## config.mk

```make
export PLATFORM = sky130hd
export DESIGN_NAME = regfile_wr_arbiter
export DESIGN_NICKNAME = d
export VERILOG_FILES = /design/src/rtl/regfile_pkg.sv /design/src/rtl/regfile_wr_arbiter_rr_arb2.sv /design/src/rtl/regfile_wr_arbiter.sv
export SDC_FILE = /design/constraint.sdc
export NUM_CORES = 1
export LEC_CHECK = 0
export BUFFER_PORTS_ARGS = -buffer_cell sky130_fd_sc_hd__buf_2
export CAP_MARGIN = 10
export CORE_AREA = 5 5 103 105
export CTS_BUF_LIST = sky130_fd_sc_hd__clkbuf_16
export CTS_CLUSTER_SIZE = 30
export DETAILED_ROUTE_END_ITERATION = 10
export DIE_AREA = 0 0 108 110
export PLACE_DENSITY = 0.59
export SETUP_SLACK_MARGIN = 0.2
export SYNTH_ARGS = -nofsm -noshare
export SYNTH_HDL_FRONTEND = slang
export SYNTH_SLANG_ARGS = --single-unit
```

## constraint.sdc

```tcl
create_clock -name clk -period 2.63 [get_ports clk]
set_clock_uncertainty 0.2 [all_clocks]
set_input_delay 0.3945 -clock clk [delete_from_list [all_inputs] [get_ports clk]]
set_output_delay 0.3945 -clock clk [all_outputs]
set_load 0.05 [all_outputs]
```

## src/rtl/regfile_pkg.sv

```systemverilog
// regfile_pkg: shared constants and types for the register-file write path.
//   ADDR_W   - register address width
//   DATA_W   - register data width
//   REG_ZERO - hard-wired zero register; writes to it are dropped
//   req_id_e - writeback requester identity (ALU result vs memory load)
package regfile_pkg;

    localparam int ADDR_W   = 5;
    localparam int DATA_W   = 32;
    localparam int REG_ZERO = 0;

    typedef enum logic {
        REQ_ALU = 1'b0,
        REQ_MEM = 1'b1
    } req_id_e;

endpackage

```

## src/rtl/regfile_wr_arbiter_rr_arb2.sv

```systemverilog
// rr_arb2: stateless two-input round-robin arbiter.
//   valid[1:0]  in   request valids (bit 0 = ALU, bit 1 = MEM)
//   last_grant  in   requester that won the most recent acceptance
//   grant[1:0]  out  one-hot grant (all zero when nothing is valid)
// The last_grant register lives in the caller, because only an accepted
// handshake (not a mere grant) may advance the rotation.
module rr_arb2
    import regfile_pkg::*;
(
    input  logic [1:0] valid,
    input  req_id_e    last_grant,
    output logic [1:0] grant
);

    always_comb begin
        grant    = 2'b00;
        // A lone valid always wins; on a tie the side that did not win last goes.
        grant[0] = valid[0] && (!valid[1] || (last_grant == REQ_MEM));
        grant[1] = valid[1] && (!valid[0] || (last_grant == REQ_ALU));
    end

endmodule

```

## src/rtl/regfile_wr_arbiter.sv

```systemverilog
// regfile_wr_arbiter: shares the single register-file write port between the
// ALU writeback (req0) and the memory-load writeback (req1).
//   clk, rst                   clock, asynchronous active-high reset
//   reqN_valid/addr/data       writeback requests
//   reqN_ready                 handshake: write accepted when ready && valid
//   hold                       pipeline freeze, blocks all acceptance
//   wr_en/wr_addr/wr_data      registered register-file write port
//   rd_addr0/rd_addr1          register-file read addresses being looked up
//   fwd0_hit/fwd1_hit          staged write matches the read address
//   fwd_data                   forwarding value (same as wr_data)
//   conflict_cnt               saturating count of unheld dual-valid cycles
module regfile_wr_arbiter
    import regfile_pkg::*;
#(
    parameter int DATA_W = regfile_pkg::DATA_W,
    parameter int ADDR_W = regfile_pkg::ADDR_W,
    parameter int CNT_W  = 16
) (
    input  logic              clk,
    input  logic              rst,
    input  logic              req0_valid,
    input  logic [ADDR_W-1:0] req0_addr,
    input  logic [DATA_W-1:0] req0_data,
    output logic              req0_ready,
    input  logic              req1_valid,
    input  logic [ADDR_W-1:0] req1_addr,
    input  logic [DATA_W-1:0] req1_data,
    output logic              req1_ready,
    input  logic              hold,
    output logic              wr_en,
    output logic [ADDR_W-1:0] wr_addr,
    output logic [DATA_W-1:0] wr_data,
    input  logic [ADDR_W-1:0] rd_addr0,
    input  logic [ADDR_W-1:0] rd_addr1,
    output logic              fwd0_hit,
    output logic              fwd1_hit,
    output logic [DATA_W-1:0] fwd_data,
    output logic [CNT_W-1:0]  conflict_cnt
);

    req_id_e           last_grant;
    logic [1:0]        grant;
    logic              accept;
    logic              sel_mem;
    logic [ADDR_W-1:0] sel_addr;
    logic [DATA_W-1:0] sel_data;
    logic              conflict;

    rr_arb2 u_arb (
        .valid      ({req1_valid, req0_valid}),
        .last_grant (last_grant),
        .grant      (grant)
    );

    // Handshake gating: hold suppresses every ready, so nothing is accepted.
    assign req0_ready = grant[0] && !hold;
    assign req1_ready = grant[1] && !hold;
    assign accept     = req0_ready || req1_ready;
    assign sel_mem    = req1_ready;
    assign sel_addr   = sel_mem ? req1_addr : req0_addr;
    assign sel_data   = sel_mem ? req1_data : req0_data;
    assign conflict   = req0_valid && req1_valid && !hold;

    // Output stage. A register-0 write still completes its handshake and
    // loads addr/data, but the enable is withheld.
    always_ff @(posedge clk or posedge rst) begin
        if (rst) begin
            wr_en      <= 1'b0;
            wr_addr    <= '0;
            wr_data    <= '0;
            last_grant <= REQ_MEM;  // so req0 takes the first tie
        end else begin
            wr_en <= accept && (sel_addr != ADDR_W'(REG_ZERO));
            if (accept) begin
                wr_addr    <= sel_addr;
                wr_data    <= sel_data;
                last_grant <= sel_mem ? REQ_MEM : REQ_ALU;
            end
        end
    end

    // Saturating conflict counter.
    always_ff @(posedge clk or posedge rst) begin
        if (rst)
            conflict_cnt <= '0;
        else if (conflict && (conflict_cnt != '1))
            conflict_cnt <= conflict_cnt + 1'b1;
    end

    // Forwarding: wr_en already excludes register 0.
    assign fwd0_hit = wr_en && (wr_addr == rd_addr0);
    assign fwd1_hit = wr_en && (wr_addr == rd_addr1);
    assign fwd_data = wr_data;

endmodule

```

== After elaboration in Yosys (flattened, before gate mapping) ==
Cells that the tools add are included.

* Word-level logic and storage cells: 30
* Memory bits (read-only): 0
* Bits in writable memories: 0
* Memories: 0
* Bits in registers: 55
* Bits of input ports: 89
* Output and inout port bits: 90
* Bits in latches: 0

* $add $sub $neg: 1
* Shift-type cells: 0
* Multiplexer cells: 3
* Divide/modulo/power cells: 0
* Magnitude comparators: 0
* $mul: 0
* Bitwise logic cells: 1
* Reductions and logical operators: 17
* Equality and inequality tests: 3

{| class="wikitable"
|+ Operators by type and width
! cell !! number
|-
| 32-bit two-way mux || 1
|-
| 16-bit by 1-bit adder with 16-bit output, second input constant || 1
|-
| 16-bit != test, second input constant || 1
|-
| 5-bit equality test || 2
|-
| 1-bit logical AND || 10
|-
| 5-bit two-way mux || 1
|-
| 5-bit nonzero test || 1
|-
| 1-bit logical NOT || 3
|-
| 1-bit logical OR || 3
|-
| 1-bit two-way mux || 1
|-
| 1-bit inverter || 1
|}

== Depth between registers and ports, before layout ==
* Depth in word-level cells: 7
* Depth in mapped cells: 5
* Gate-level depth less buffers: 5

== Cells and area by module ==
A second synthesis with hierarchy kept.

* Cell total of the unflattened synthesis: 294
* Area total of the unflattened synthesis: 2,970.3 µm²

{| class="wikitable"
|+ Modules (own cells, without submodules)
! module !! cells an instance !! instances !! area each (µm²)
|-
| regfile_wr_arbiter || 291 || 1 || 2,951.6
|-
| rr_arb2 || 3 || 1 || 18.8
|}

== Worst setup path after synthesis ==
Ideal clock, no wire load.

* Path kind: register to register
* Start: register conflict_cnt[0]
* End: register conflict_cnt[14]
* Cell stages (with the launch flop): 6
* Path buffers: 0
* Slack: 0.385 ns
* Library setup time: 0.128 ns
* Clock period less this slack: 2.245 ns
* Arrival time: 1.917 ns
* Required time: 2.302 ns
* Cells stage by stage: dfrtp_1 -> ha_1 -> nand3_1 -> or3_1 -> nor3_2 -> mux2_1

* Cells in the longest elaborated chain, start to end: 2

{| class="wikitable"
|+ Ends and longest elaborated chain
! what !! RTL line !! text
|-
| start: declaration || regfile_wr_arbiter.sv:38 || <nowiki>output logic [CNT_W-1:0] conflict_cnt</nowiki>
|-
| start signal: assignment || regfile_wr_arbiter.sv:87 || <nowiki>conflict_cnt <= conflict_cnt + 1'b1;</nowiki>
|-
| branches (longest 2 deep; another with 16-bit by 1-bit adder with 16-bit output) || - ||
|}

Parallel ways; which one is timed is not known.
A chain may end at the register's enable or synchronous reset.

== Worst setup path in the final report ==
* Start: register wr_addr[0]
* End: output fwd1_hit

* Cells in the longest elaborated chain, start to end: 2

{| class="wikitable"
|+ Ends and longest elaborated chain
! what !! RTL line !! text
|-
| start: declaration || regfile_wr_arbiter.sv:31 || <nowiki>output logic [ADDR_W-1:0] wr_addr,</nowiki>
|-
| start signal: assignment || regfile_wr_arbiter.sv:75 || <nowiki>wr_addr <= sel_addr;</nowiki>
|-
| 5-bit equality test || regfile_wr_arbiter.sv:92 || <nowiki>assign fwd1_hit = wr_en && (wr_addr == rd_addr1);</nowiki>
|-
| 1-bit logical AND || regfile_wr_arbiter.sv:92 ||
|-
| end: declaration || regfile_wr_arbiter.sv:36 || <nowiki>output logic fwd1_hit,</nowiki>
|}

No other way between the ends.

==> impl_results.md <==
- Seq cells post-synth: 55
- Root buffer cell: clkbuf_16
- RSZ-0062 raised after global routing: false
- Delay-heaviest family, CP: simple AND/OR/NAND/NOR gates
- Routed vias: 2,572
- Number of synthesized flops with an enable pin: 0
- Core Region: 0.00955 mm^2
- Max VDD drop: 341 uV
- Layout cells sized above 1: 49.3%
- Worst setup EP type: output port
- Worst-skew pair later-pin latency: 0.28 ns
- Outcome: finished, final reports clean
- WL final: 8180 um
- Area growth from synthesis to final layout: 36.8%
- Worst EP required: 2.04 ns
- NetSw: 0.00143 W
- DP Area: 0.00368 mm^2
- Antenna diodes: 0
- Nets: 499
- Mean Syn Cell Area: 10.8 um^2
- # Post-CTS Setup Buffers: 0
- Crit Path Max Fanout: 4
- H-tree depth: 2
- I/O pins: 179
- Worst EP arrival: 1.66 ns
- Pre-CTS setup slack: 0.473 ns
- Routability cong.: 0.803
- Die Area: 0.0119 mm^2
- # DRC: 0
- Setup WS post-layout: 0.376 ns
- DR WL met2: 4210 um
- Vias in the first global route: 2,545
- Met1 wire length: 3200 um
- Reg power frac: 35.2%
- Clock buffer depth: 2
- Total GRT Usage: 13.1%
- PD cells: 820 mW/mm^2
- Logic pwr share: 41.7%
- Largest net degree at the start of global routing: 34
- Worst path slowest cell: dfrtp_1
- F_max: 444 MHz
- Synth area leaders: dfrtp_1 48%, a222oi_1 11%, buf_4 8.5%, inv_1 4.7%, xor2_1 4.0%
- Global-route wire length before repair: 12,500 um
- Post-synth ARST share: 100%
- Final setup viols: 0
- Ratio of final minimum period to clock period: 85.7%
- Starting DRT DRC Count: 201
- Antenna-violating nets left: 0
- Post-synth top area cell: dfrtp_1
- Worst Setup Path Type: flip-flop to output port
- Sequential area share after synthesis: 48.8%
- Routed vias/inst: 4.74
- Die Y: 110 um
- Max Used Layer: met4
- CP max stage delay: 0.43 ns
- Ys flop type: dfrtp_1
- Cells after Synth: 261
- Startpoint Class: flip-flop
- Design Area, Final: 0.00386 mm^2
- Worst slew pin tran: 0.844 ns
- Clock power share: 23.1%
- HPWL after DPL: 6390 um
- Sinks on Clock Net: 55
- Final Max Tran Viols: 0
- Mapped Area: 0.00282 mm^2
- Post-CTS Hold Buffers: 1
- Switching Share: 45.1%
- Leak: 2.15 nW
- Syn. warnings: 0
- Minimum clock period: 2.25 ns
- Mapped Nets: 351
- Internal: 0.00174 W
- Initial antenna violation count: 0
- 1st-pass router iterations: 6
- Netlist cell types: 38
- Yosys top cell area share: 47.9%
- Number of buffers created by CTS: 5
- Hold/Removal Path Class: primary input to flip-flop
- Setup Total Neg Slack: 0 ns
- CTS tree: done
- Die Wd: 108 um
- Clock transition at path regs: 0.07 ns
- Relative slew margins: 43.6%
- DR WL met3: 652 um
- Starting Density: 29.5%
- CTS resizes: 0
- Rows: 36
- CP Cell Sequence: xor2_1, nor4_1, and3_1, buf_2
- Total congestion overflow: 0
- Max-cap check violation count: 0
- CP bufs+invs: 1
- IO Port Bufs: 178
- Fill count: 994
- Routed len/inst: 15.1 um
- Hold Vio Cnt, Final: 0
==> cell usage after synthesis (2+ instances only) <==
| library cell | count |
|---|---|
| a21oi_1 | 3 |
| a222oi_1 | 32 |
| and3_1 | 2 |
| buf_4 | 32 |
| clkbuf_1 | 10 |
| dfrtp_1 | 54 |
| inv_1 | 35 |
| mux2_1 | 5 |
| mux2i_1 | 5 |
| nand2_1 | 13 |
| nand2b_1 | 3 |
| nand3_1 | 3 |
| nand4_1 | 4 |
| nor2_1 | 7 |
| nor4_1 | 5 |
| nor4_4 | 2 |
| o21ai_0 | 8 |
| xnor2_1 | 6 |
| xor2_1 | 13 |
==> state kept, by name (all words and copies together), names as in the netlist <==
name,flops
wr_addr,5
conflict_cnt,16
last_grant,1
fwd_data,32
wr_en,1
==> power by group through the flow <==
stage	Clock, W	Sequential, W	Combinational (W)
2_1_floorplan	0	0.00155	0.000638
3_3_place_gp	0	0.00112	0.00133
3_5_place_dp	0	0.00113	0.00133
4_1_cts	0.000757	0.00111	0.00133
5_1_grt	0.000790	0.00114	0.00139
6_report	0.000731	0.00111	0.00132
==> per-stage QoR <==
| step | hold WS [ns] | instances | util [%] | power, W |
|---|---|---|---|---|
| 4_1_cts | 0.109 | 543 | 40.4 | 0.00321 |
| 6_report | 0.117 | 543 | 40.4 | 0.00316 |
| 3_5_place_dp | 0.295 | 534 | 38.6 | 0.00246 |
| 5_1_grt | 0.120 | 543 | 40.4 | 0.00332 |
| 3_3_place_gp | 0.290 | 534 | 38.6 | 0.00245 |
| 2_1_floorplan | 0.274 | 261 | - | 0.00219 |
==> per-layer routing <==
layer / track usage, % / vias to the layer above
li1: - / 1210
met1: 16.1 / 1221
met2: 23.3 / 133
met3: 2.85 / 8
met4: 3.88 / 0
met5: 0 / -
==> placed cells by master (no fill, tap or decap), types with 2 or more instances in the layout <==
cell,count
buf_2,178
inv_1,34
nor4_1,5
nand2_1,13
o21ai_0,8
a222oi_1,32
dfrtp_1,54
nand3_1,3
nor2_1,7
buf_4,3
clkbuf_16,5
xnor2_1,6
mux2_1,5
nor4_4,2
and3_1,2
xor2_1,13
nand2b_1,3
nand4_1,4
mux2i_1,5
buf_12,2
==> worst min-delay path, delay by kind of cell <==
kind | cells | cell delay (ns)
buf+inv | 2 | 0.13
compound gates | 1 | 0.05
==> logic make-up (layout without fill, tap and decap cells) <==
family / after synthesis / count (layout) / synth area share (%)
AND/OR/NAND/NOR: 49 / 49 / 11.3
multiplexers: 10 / 10 / 3.77
adder cells (fa/ha/maj): 1 / 1 / 0.444
AO/OA/AOI/OAI: 49 / 49 / 15.0
flip-flops: 55 / 55 / 48.8
buffers and inverters: 78 / 227 / 14.7
XOR/XNOR: 19 / 19 / 5.90
==> layout make-up <==
cell class	count	area [um^2]	share of cell area (%)
multi-input cells	128	1050	27.3
flip-flops and latches	55	1380	35.7
inverters	35	131	3.41
repair buffers	184	963	25.0
clock buffers	5	125	3.24
clock inverters	3	38.8	1.01
well taps	133	166	4.31
==> path summary, 6_finish.rpt <==
kind                                  from               end  slack [ns]  cells past startpoint
min                          req0_data[30]      fwd_data[30]        0.12                      3
min in group asynchronous              rst       fwd_data[7]        0.53                      3
max reg2reg                conflict_cnt[0]  conflict_cnt[14]        0.64                      5
max in group asynchronous              rst      fwd_data[29]        1.13                      4
min reg2reg                    fwd_data[7]       fwd_data[7]        0.30                      2
max                             wr_addr[0]          fwd1_hit        0.38                      4
Power figures use the tool's default switching activity.
